`src/rtl/spi_master.sv`:
```
// spi_master: host-side SPI mode-0 transaction engine.
// Sends one 16-bit frame {addr[6:0], rw, data[7:0]} MSB first. For reads,
// the last 8 bits are captured from miso and returned on rdata.
// Ports:
//   clk, reset            system clock, synchronous active-high reset
//   start, rw, addr, wdata command; accepted only while idle
//   busy, done, rdata      status and read data
//   sclk_pin, cs_pin, mosi_pin, miso_pin  SPI pins
// All pin outputs come straight from flops. Each state's branch assigns the
// pin values for the following cycle, so the pins trail the state register
// by one cycle.
module spi_master #(
  parameter int unsigned HALF_PERIOD = 8
) (
  input  logic       clk,
  input  logic       reset,
  input  logic       start,
  input  logic       rw,
  input  logic [6:0] addr,
  input  logic [7:0] wdata,
  output logic       busy,
  output logic       done,
  output logic [7:0] rdata,
  output logic       sclk_pin,
  output logic       cs_pin,
  output logic       mosi_pin,
  input  logic       miso_pin
);

  localparam int unsigned CNT_W = $clog2(HALF_PERIOD + 1);
  localparam logic [CNT_W-1:0] CNT_LAST = CNT_W'(HALF_PERIOD - 1);

  typedef enum logic [2:0] {
    IDLE  = 3'd0,
    SETUP = 3'd1,
    SHIFT = 3'd2,
    HOLD  = 3'd3,
    DONE  = 3'd4
  } state_t;

  state_t           state;
  logic [CNT_W-1:0] cnt;
  logic             high_half;
  logic [3:0]       bit_cnt;
  logic [15:0]      shreg;
  logic [7:0]       rx_byte;
  logic             rw_q;
  logic             half_end;

  // Last clk cycle of the current half-period.
  assign half_end = (cnt == CNT_LAST);

  // Transaction sequencer and registered pin drivers.
  always_ff @(posedge clk) begin
    if (reset) begin
      state     <= IDLE;
      cnt       <= '0;
      high_half <= 1'b0;
      bit_cnt   <= '0;
      shreg     <= '0;
      rx_byte   <= '0;
      rw_q      <= 1'b0;
      busy      <= 1'b0;
      done      <= 1'b0;
      rdata     <= 8'h00;
      sclk_pin  <= 1'b0;
      cs_pin    <= 1'b1;
      mosi_pin  <= 1'b0;
    end else begin
      done <= 1'b0;
      case (state)
        IDLE: begin
          cs_pin   <= 1'b1;
          sclk_pin <= 1'b0;
          mosi_pin <= 1'b0;
          busy     <= 1'b0;
          cnt      <= '0;
          if (start) begin
            rw_q      <= rw;
            shreg     <= {addr, rw, (rw ? 8'h00 : wdata)};
            rx_byte   <= '0;
            bit_cnt   <= '0;
            high_half <= 1'b0;
            busy      <= 1'b1;
            state     <= SETUP;
          end
        end

        SETUP: begin
          cs_pin   <= 1'b0;
          sclk_pin <= 1'b0;
          mosi_pin <= shreg[15];
          cnt      <= half_end ? '0 : cnt + CNT_W'(1);
          if (half_end) begin
            high_half <= 1'b0;
            bit_cnt   <= '0;
            state     <= SHIFT;
          end
        end

        SHIFT: begin
          cs_pin   <= 1'b0;
          sclk_pin <= high_half;
          mosi_pin <= shreg[15];
          cnt      <= half_end ? '0 : cnt + CNT_W'(1);
          if (half_end) begin
            if (!high_half) begin
              high_half <= 1'b1;
            end else begin
              // End of a high half: advance mosi and capture the data-phase miso.
              high_half <= 1'b0;
              shreg     <= {shreg[14:0], 1'b0};
              if (rw_q && bit_cnt[3]) begin
                rx_byte <= {rx_byte[6:0], miso_pin};
              end
              if (bit_cnt == 4'd15) begin
                state <= HOLD;
              end else begin
                bit_cnt <= bit_cnt + 4'd1;
              end
            end
          end
        end

        HOLD: begin
          cs_pin   <= 1'b0;
          sclk_pin <= 1'b0;
          mosi_pin <= 1'b0;
          cnt      <= half_end ? '0 : cnt + CNT_W'(1);
          if (half_end) begin
            state <= DONE;
          end
        end

        DONE: begin
          cs_pin   <= 1'b1;
          sclk_pin <= 1'b0;
          mosi_pin <= 1'b0;
          cnt      <= half_end ? '0 : cnt + CNT_W'(1);
          if (cnt == '0) begin
            done <= 1'b1;
            if (rw_q) begin
              rdata <= rx_byte;
            end
          end
          if (half_end) begin
            busy  <= 1'b0;
            state <= IDLE;
          end
        end

        default: begin
          state <= IDLE;
        end
      endcase
    end
  end

endmodule

```
`config.mk`:
```
export PLATFORM = sky130hd
export DESIGN_NAME = spi_master
export DESIGN_NICKNAME = d
export VERILOG_FILES = /design/src/rtl/spi_master.sv
export SDC_FILE = /design/constraint.sdc
export NUM_CORES = 1
export LEC_CHECK = 0
export ABC_AREA = 1
export BUFFER_PORTS_ARGS = -buffer_cell sky130_fd_sc_hd__buf_2
export CAP_MARGIN = 0
export CORE_UTILIZATION = 51
export DETAILED_ROUTE_END_ITERATION = 12
export GPL_TIMING_DRIVEN = 0
export MAX_ROUTING_LAYER = met4
export PLACE_DENSITY = 0.7
export SYNTH_ARGS = -nofsm -noshare
export SYNTH_HDL_FRONTEND = slang
export SYNTH_SLANG_ARGS = --single-unit
```
`constraint.sdc`:
```
create_clock -name clk -period 1.95 [get_ports clk]
set_input_delay 0 -clock clk [delete_from_list [all_inputs] [get_ports clk]]
set_output_delay 0 -clock clk [all_outputs]
set_load 0.005 [all_outputs]
```
==> Word level (Yosys, flattened, before mapping) <==
Index checks and enable logic that the tools add are counted.
{ "classes": {"addsub": 2, "n_mul": 0, "div_mod_pow": 0, "magnitude_cmp": 0, "n_eq_ne": 15, "shifts": 0, "n_mux": 37, "bitwise_logic": 1, "reduce_logical": 25} }
{ "ops": {"columns": ["operator", "count"], "rows": [
  ["two-way mux 16 bit", 3],
  ["two-way mux 8 bit", 5],
  ["case mux 16 bit (2 select lines)", 1],
  ["two-way mux 4 bit", 6],
  ["two-way mux 3 bit", 7],
  ["inequality test 2 bit (second input constant)", 9],
  ["case mux 8 bit (2 select lines)", 1],
  ["case mux 3 bit (5 select lines)", 1],
  ["case mux 4 bit (3 select lines)", 1],
  ["nonzero test 2 bit", 6],
  ["adder 4 x 1 -> 4 bit (second input constant)", 2],
  ["case mux 1 bit (2 select lines)", 4],
  ["case mux 4 bit (2 select lines)", 1],
  ["AND reduction 4 bit", 2],
  ["OR reduction 4 bit", 2],
  ["AND reduction 7 bit", 1],
  ["equality test 3 x 2 -> 1 bit (second input constant)", 2],
  ["two-way mux 1 bit", 6],
  ["AND reduction 6 bit", 1],
  ["OR reduction 2 bit", 3],
  ["OR reduction 3 bit", 2],
  ["AND reduction 5 bit", 1],
  ["equality test 4 x 3 -> 1 bit (second input constant)", 1],
  ["equality test 4 bit (second input constant)", 1],
  ["other kinds (10)", 11]
]} }
{ "totals": {"ff_bits": 50, "latchBits": 0, "ramBits": 0, "rom_bits": 0, "inputBits": 20, "out_inout_bits": 13, "wordCells": 93, "n_memories": 0} }

==> Longest topological paths before layout <==
{ "depth": {"depth_word": 5, "ltp_mapped": 10, "mapped_depth_nobuf": 9} }

==> Worst setup path after synthesis <==
No wires, ideal clock.
{ "synth_timing": {"path_type": "reg2reg", "startpoint": "reg cnt[1]", "endpoint": "reg shreg[4]", "setup_time_ns": 0.113, "arrival_time_ns": 1.328, "t_required_ns": 1.837, "path_slack_ns": 0.509, "stages_incl_launch_ff": 10, "n_path_buf": 1, "synth_period_minus_slack_ns": 1.441, "path_cell_list": "dfxtp_1 > ha_1 > nand3_1 > nand2_1 > nand2_1 > nor2_4 > buf_6 > nand2_1 > nand2_1 > nor2_1"} }
{ "synth_via": {"elab_chain_len": 3} }
{ "synth_rtl": {"columns": ["item", "line", "rtl"], "rows": [
  ["start: declaration", "42", "logic [CNT_W-1:0] cnt;"],
  ["start signal: assignment", "93", "cnt <= half_end ? '0 : cnt + CNT_W'(1);"],
  ["start signal: assignment", "105", "cnt <= half_end ? '0 : cnt + CNT_W'(1);"],
  ["start signal: assignment", "129", "cnt <= half_end ? '0 : cnt + CNT_W'(1);"],
  ["equality test 4 x 3 -> 1 bit", "51", "assign half_end = (cnt == CNT_LAST);"],
  ["inequality test 2 bit (no line)", null, null],
  ["AND reduction 4 bit (no line)", null, null],
  ["end signal: assignment", "80", "shreg <= {addr, rw, (rw ? 8'h00 : wdata)};"],
  ["end signal: assignment", "112", "shreg <= {shreg[14:0], 1'b0};"],
  ["end: declaration", "45", "logic [15:0] shreg;"]
]} }
No other way between the ends.
A chain may end at the register's enable or synchronous reset.

==> Worst setup path in the final report <==
Same ends and word-level chain as after synthesis.

==> results_dict.tcl <==
set metrics [dict create \
    top_level_ports 33 \
    totalNegativeSetupSlack_ns 0 \
    worst-path-buf-inv 1 \
    pwr_density_cell_mw_per_mm2 1686 \
    finalCritPeriodShare 0.8991 \
    holdPathStages 5 \
    numCtsBuffers 5 \
    holdBufCountCts 0 \
    first_global_vias 1980 \
    i_o_buffers 31 \
    cp_data_arrival_time_ns 1.95 \
    critPathTopFamily "simple AND/OR/NAND/NOR gates" \
    status "completed" \
    wl_um 5276 \
    die-height_um 71.70 \
    cts.repair.resized 0 \
    timing.max_slew.rel_slack 0.6396 \
    synth.yosys.seq_area_share 0.4040 \
    synth_seq_cells 50 \
    setup.worst_path.class "reg2reg" \
    num_rows 24 \
    cells_on_worst_reg2reg_path 9 \
    tightestPinTransition_ns 0.5407 \
    clock_insertion_delay_at_the_later_pin_of_the_skew_report_ns 0.30 \
    clock_tree.buffer_depth 2 \
    vias_per_cell 5.220 \
    report.final.hold_viol_count 0 \
    finalCriticalPeriod_ns 1.753 \
    drt_drc_violations_left 0 \
    cts_post_setup_buffers_inserted 0 \
    gr-usage-all-layers 0.2301 \
    yosys.cell_count.top_type "sky130_fd_sc_hd__nand2_1" \
    grt_antenna_before_repair 0 \
    firstDrtPassIters 4 \
    post_synth.cell_area_avg_um2 6.901 \
    use_met3 0.03376 \
    grt_setup_unrepaired "no" \
    worstPathCellList "ha_1, nand3_1, nand2_1, nand2_1, nor2_4, buf_6, nand2_1, nand2_1, nor2_1" \
    initialDrtViolationCount 127 \
    grt_max_degree 17 \
    tritoncts "built" \
    worst_setup_start_kind "register" \
    yosys_warnings 0 \
    floorplan.initialDensity 0.5500 \
    finish.utilization 0.6208 \
    hold_ws_ns 0.01998 \
    yosys.area.top_type_share 0.4040 \
    worst_path_max_fanout 10 \
    slowest_delay_ns 0.40 \
    clk_root_buffer_cell "sky130_fd_sc_hd__clkbuf_8" \
    cp_num_cells 9 \
    clock-sinks 50 \
    fin_worst_skew_ns 0.01121 \
    setup_viol 0 \
    post_syn_nets 382 \
    layout-area-overhead-vs-synth_pct 12.88 \
    clkSlewWorstSetupHoldPaths_ns 0.10 \
    detail_route.wl_per_cell_um 11.72 \
    critical-path-top-cell-by-count "sky130_fd_sc_hd__nand2_1" \
    dpl.hpwl_um 3873 \
    fp.dieArea_mm2 0.005140 \
    top_usage_layer "met2" \
    hold_path_class "in2reg" \
    drt.antenna.violating_nets 0 \
    synth_commonest_cells "sky130_fd_sc_hd__nand2_1, sky130_fd_sc_hd__nor2_1, sky130_fd_sc_hd__dfxtp_1" \
    fin_area_mm2 0.002796 \
    synth.largest_area_cell "sky130_fd_sc_hd__dfxtp_1" \
    num_antenna_cells 0 \
    synthesis.instances 359 \
    critical_path.endpoint_type "register" \
    number_of_distinct_standard_cells_referenced_by_the_synthesized_netlist 26 \
    layout.filler_cells 436 \
    finalWeightedCongestion 0.8593 \
    ys.flop_type "sky130_fd_sc_hd__dfxtp_1" \
    placement.cell_area_mm2 0.002698 \
    h-tree-depth 2 \
    proportion_of_layout_cells_with_a_drive_suffix_above_1 0.1658 \
    max_clock_freq_mhz 570.4 \
    vdd_drop_max_v 0.0008359 \
    critical_path_rt_ns 2.15 \
    number_of_enable_flip_flop_cells_after_synthesis 0 \
    synth.top_cells.by_area "sky130_fd_sc_hd__dfxtp_1, sky130_fd_sc_hd__nand2_1, sky130_fd_sc_hd__nor2_1" \
    post_synth_instance_area_mm2 0.002477 \
    number_of_max_cap_violations 0 \
    global_route.usage.met1 0.3107 \
    core_mm2 0.004504 \
    detailroute.via_count 2349 \
    timing.final.max_slew_violations 0 \
    finalNetCount 420 \
    global_route_wire_length_before_repair_um 8997 \
    design_power_total_w 0.004716 \
    grtUsageMet2 0.3501 \
    cp_slowest_cell "sky130_fd_sc_hd__dfxtp_1" \
    global_route.overflow_total 0 \
    leak_nw 1.327 \
    die-width_um 71.70 \
    asyncSetResetFlopFracSynth 0 \
]
cell families (layout without fill, tap and decap cells):
logic type / count (synthesis) / after routing / share of synthesized area
simple gates: 209 / 209 / 0.3712
compound gates: 55 / 55 / 0.1182
flops: 50 / 50 / 0.4040
buf+inv: 42 / 81 / 0.09141
fa+ha+maj: 3 / 3 / 0.01515
registers in the layout (all words and copies together), names as in the netlist, 3 cells and up:
signal / flops
shreg: 16
rdata: 8
rx_byte: 8
bit_cnt: 4
cnt: 4
state: 3
worst reg2reg max path: cells and delay by family (launching register included):
kind,cells,cell delay [ns]
and+or+nand+nor,7,0.84
adders and majority gates,1,0.24
buffers and inverters,1,0.17
DFF,1,0.40
worst paths after layout:
path | from | endpoint | slack (ns)
max | cnt[1]$_SDFFE_PP0P_ | shreg[4]$_SDFFE_PP0P_ | 0.20
min | wdata[0] | shreg[0]$_SDFFE_PP0P_ | 0.02
max reg2reg | cnt[1]$_SDFFE_PP0P_ | shreg[4]$_SDFFE_PP0P_ | 0.20
min reg2reg | mosi_pin$_SDFFE_PP0P_ | mosi_pin$_SDFFE_PP0P_ | 0.47
routing by layer:
layer  up-vias  share of wire  wire length, um
li1       1234              -                -
met5         -              0                0
met3         4          0.038              201
met2        51           0.47             2458
met1      1060           0.49             2582
met4         0         0.0064               34
report_power, final:
| part | internal [W] | switching [W] |
|---|---|---|
| clock network | 0.000292 | 0.000348 |
| registers | 0.00136 | 0.000223 |
| logic | 0.000942 | 0.00155 |
| total | 0.00259 | 0.00212 |
metrics by stage:
| step | setup WS [ns] | instances |
|---|---|---|
| final | 0.1968 | 450 |
| after global routing | 0.03184 | 450 |
| after CTS | 0.2194 | 450 |
| after detailed placement | 0.2508 | 442 |
| after global placement | 0.2446 | 442 |
| after floorplan | 0.5088 | 359 |
area by class of cell:
| type | instances | area (um^2) | share of cell area |
|---|---|---|---|
| Tap cell | 52 | 65.06 | 0.02327 |
| Inverter | 26 | 97.59 | 0.03490 |
| Clock buffer | 6 | 82.58 | 0.02953 |
| Buffer | 16 | 128.9 | 0.04609 |
| Timing Repair Buffer | 31 | 155.1 | 0.05548 |
| Sequential cell | 50 | 1001 | 0.3579 |
| Multi-Input combinational cell | 267 | 1250 | 0.4470 |
| Clock inverter | 2 | 16.27 | 0.005817 |
cell usage in the layout (no fill, tap or decap):
| cell | netlist | final |
|---|---|---|
| sky130_fd_sc_hd__clkbuf_1 | 3 | 3 |
| sky130_fd_sc_hd__nand3_2 | 1 | 1 |
| sky130_fd_sc_hd__buf_4 | 2 | 2 |
| sky130_fd_sc_hd__clkbuf_8 | 0 | 6 |
| sky130_fd_sc_hd__nor3_4 | 1 | 1 |
| sky130_fd_sc_hd__nand2_1 | 90 | 90 |
| sky130_fd_sc_hd__nand2_2 | 2 | 2 |
| sky130_fd_sc_hd__buf_2 | 1 | 32 |
| sky130_fd_sc_hd__nand3_1 | 23 | 23 |
| sky130_fd_sc_hd__clkinvlp_4 | 0 | 1 |
| sky130_fd_sc_hd__nor2_1 | 72 | 72 |
| sky130_fd_sc_hd__a21oi_1 | 23 | 23 |
| sky130_fd_sc_hd__buf_6 | 8 | 8 |
| sky130_fd_sc_hd__nand3_4 | 1 | 1 |
| sky130_fd_sc_hd__or2_2 | 1 | 1 |
| sky130_fd_sc_hd__inv_1 | 23 | 23 |
| sky130_fd_sc_hd__inv_2 | 3 | 3 |
| sky130_fd_sc_hd__ha_1 | 3 | 3 |
| sky130_fd_sc_hd__nor2_4 | 4 | 4 |
| sky130_fd_sc_hd__buf_1 | 2 | 2 |
| sky130_fd_sc_hd__nor3_1 | 2 | 2 |
| sky130_fd_sc_hd__o211ai_1 | 1 | 1 |
| sky130_fd_sc_hd__inv_6 | 0 | 1 |
| sky130_fd_sc_hd__dfxtp_1 | 50 | 50 |
| sky130_fd_sc_hd__nand4_1 | 11 | 11 |
| sky130_fd_sc_hd__o21ai_0 | 29 | 29 |
| sky130_fd_sc_hd__nor3_2 | 1 | 1 |
| sky130_fd_sc_hd__o21ai_2 | 1 | 1 |
| sky130_fd_sc_hd__o21ai_4 | 1 | 1 |
(Power assumes the default switching activity.)
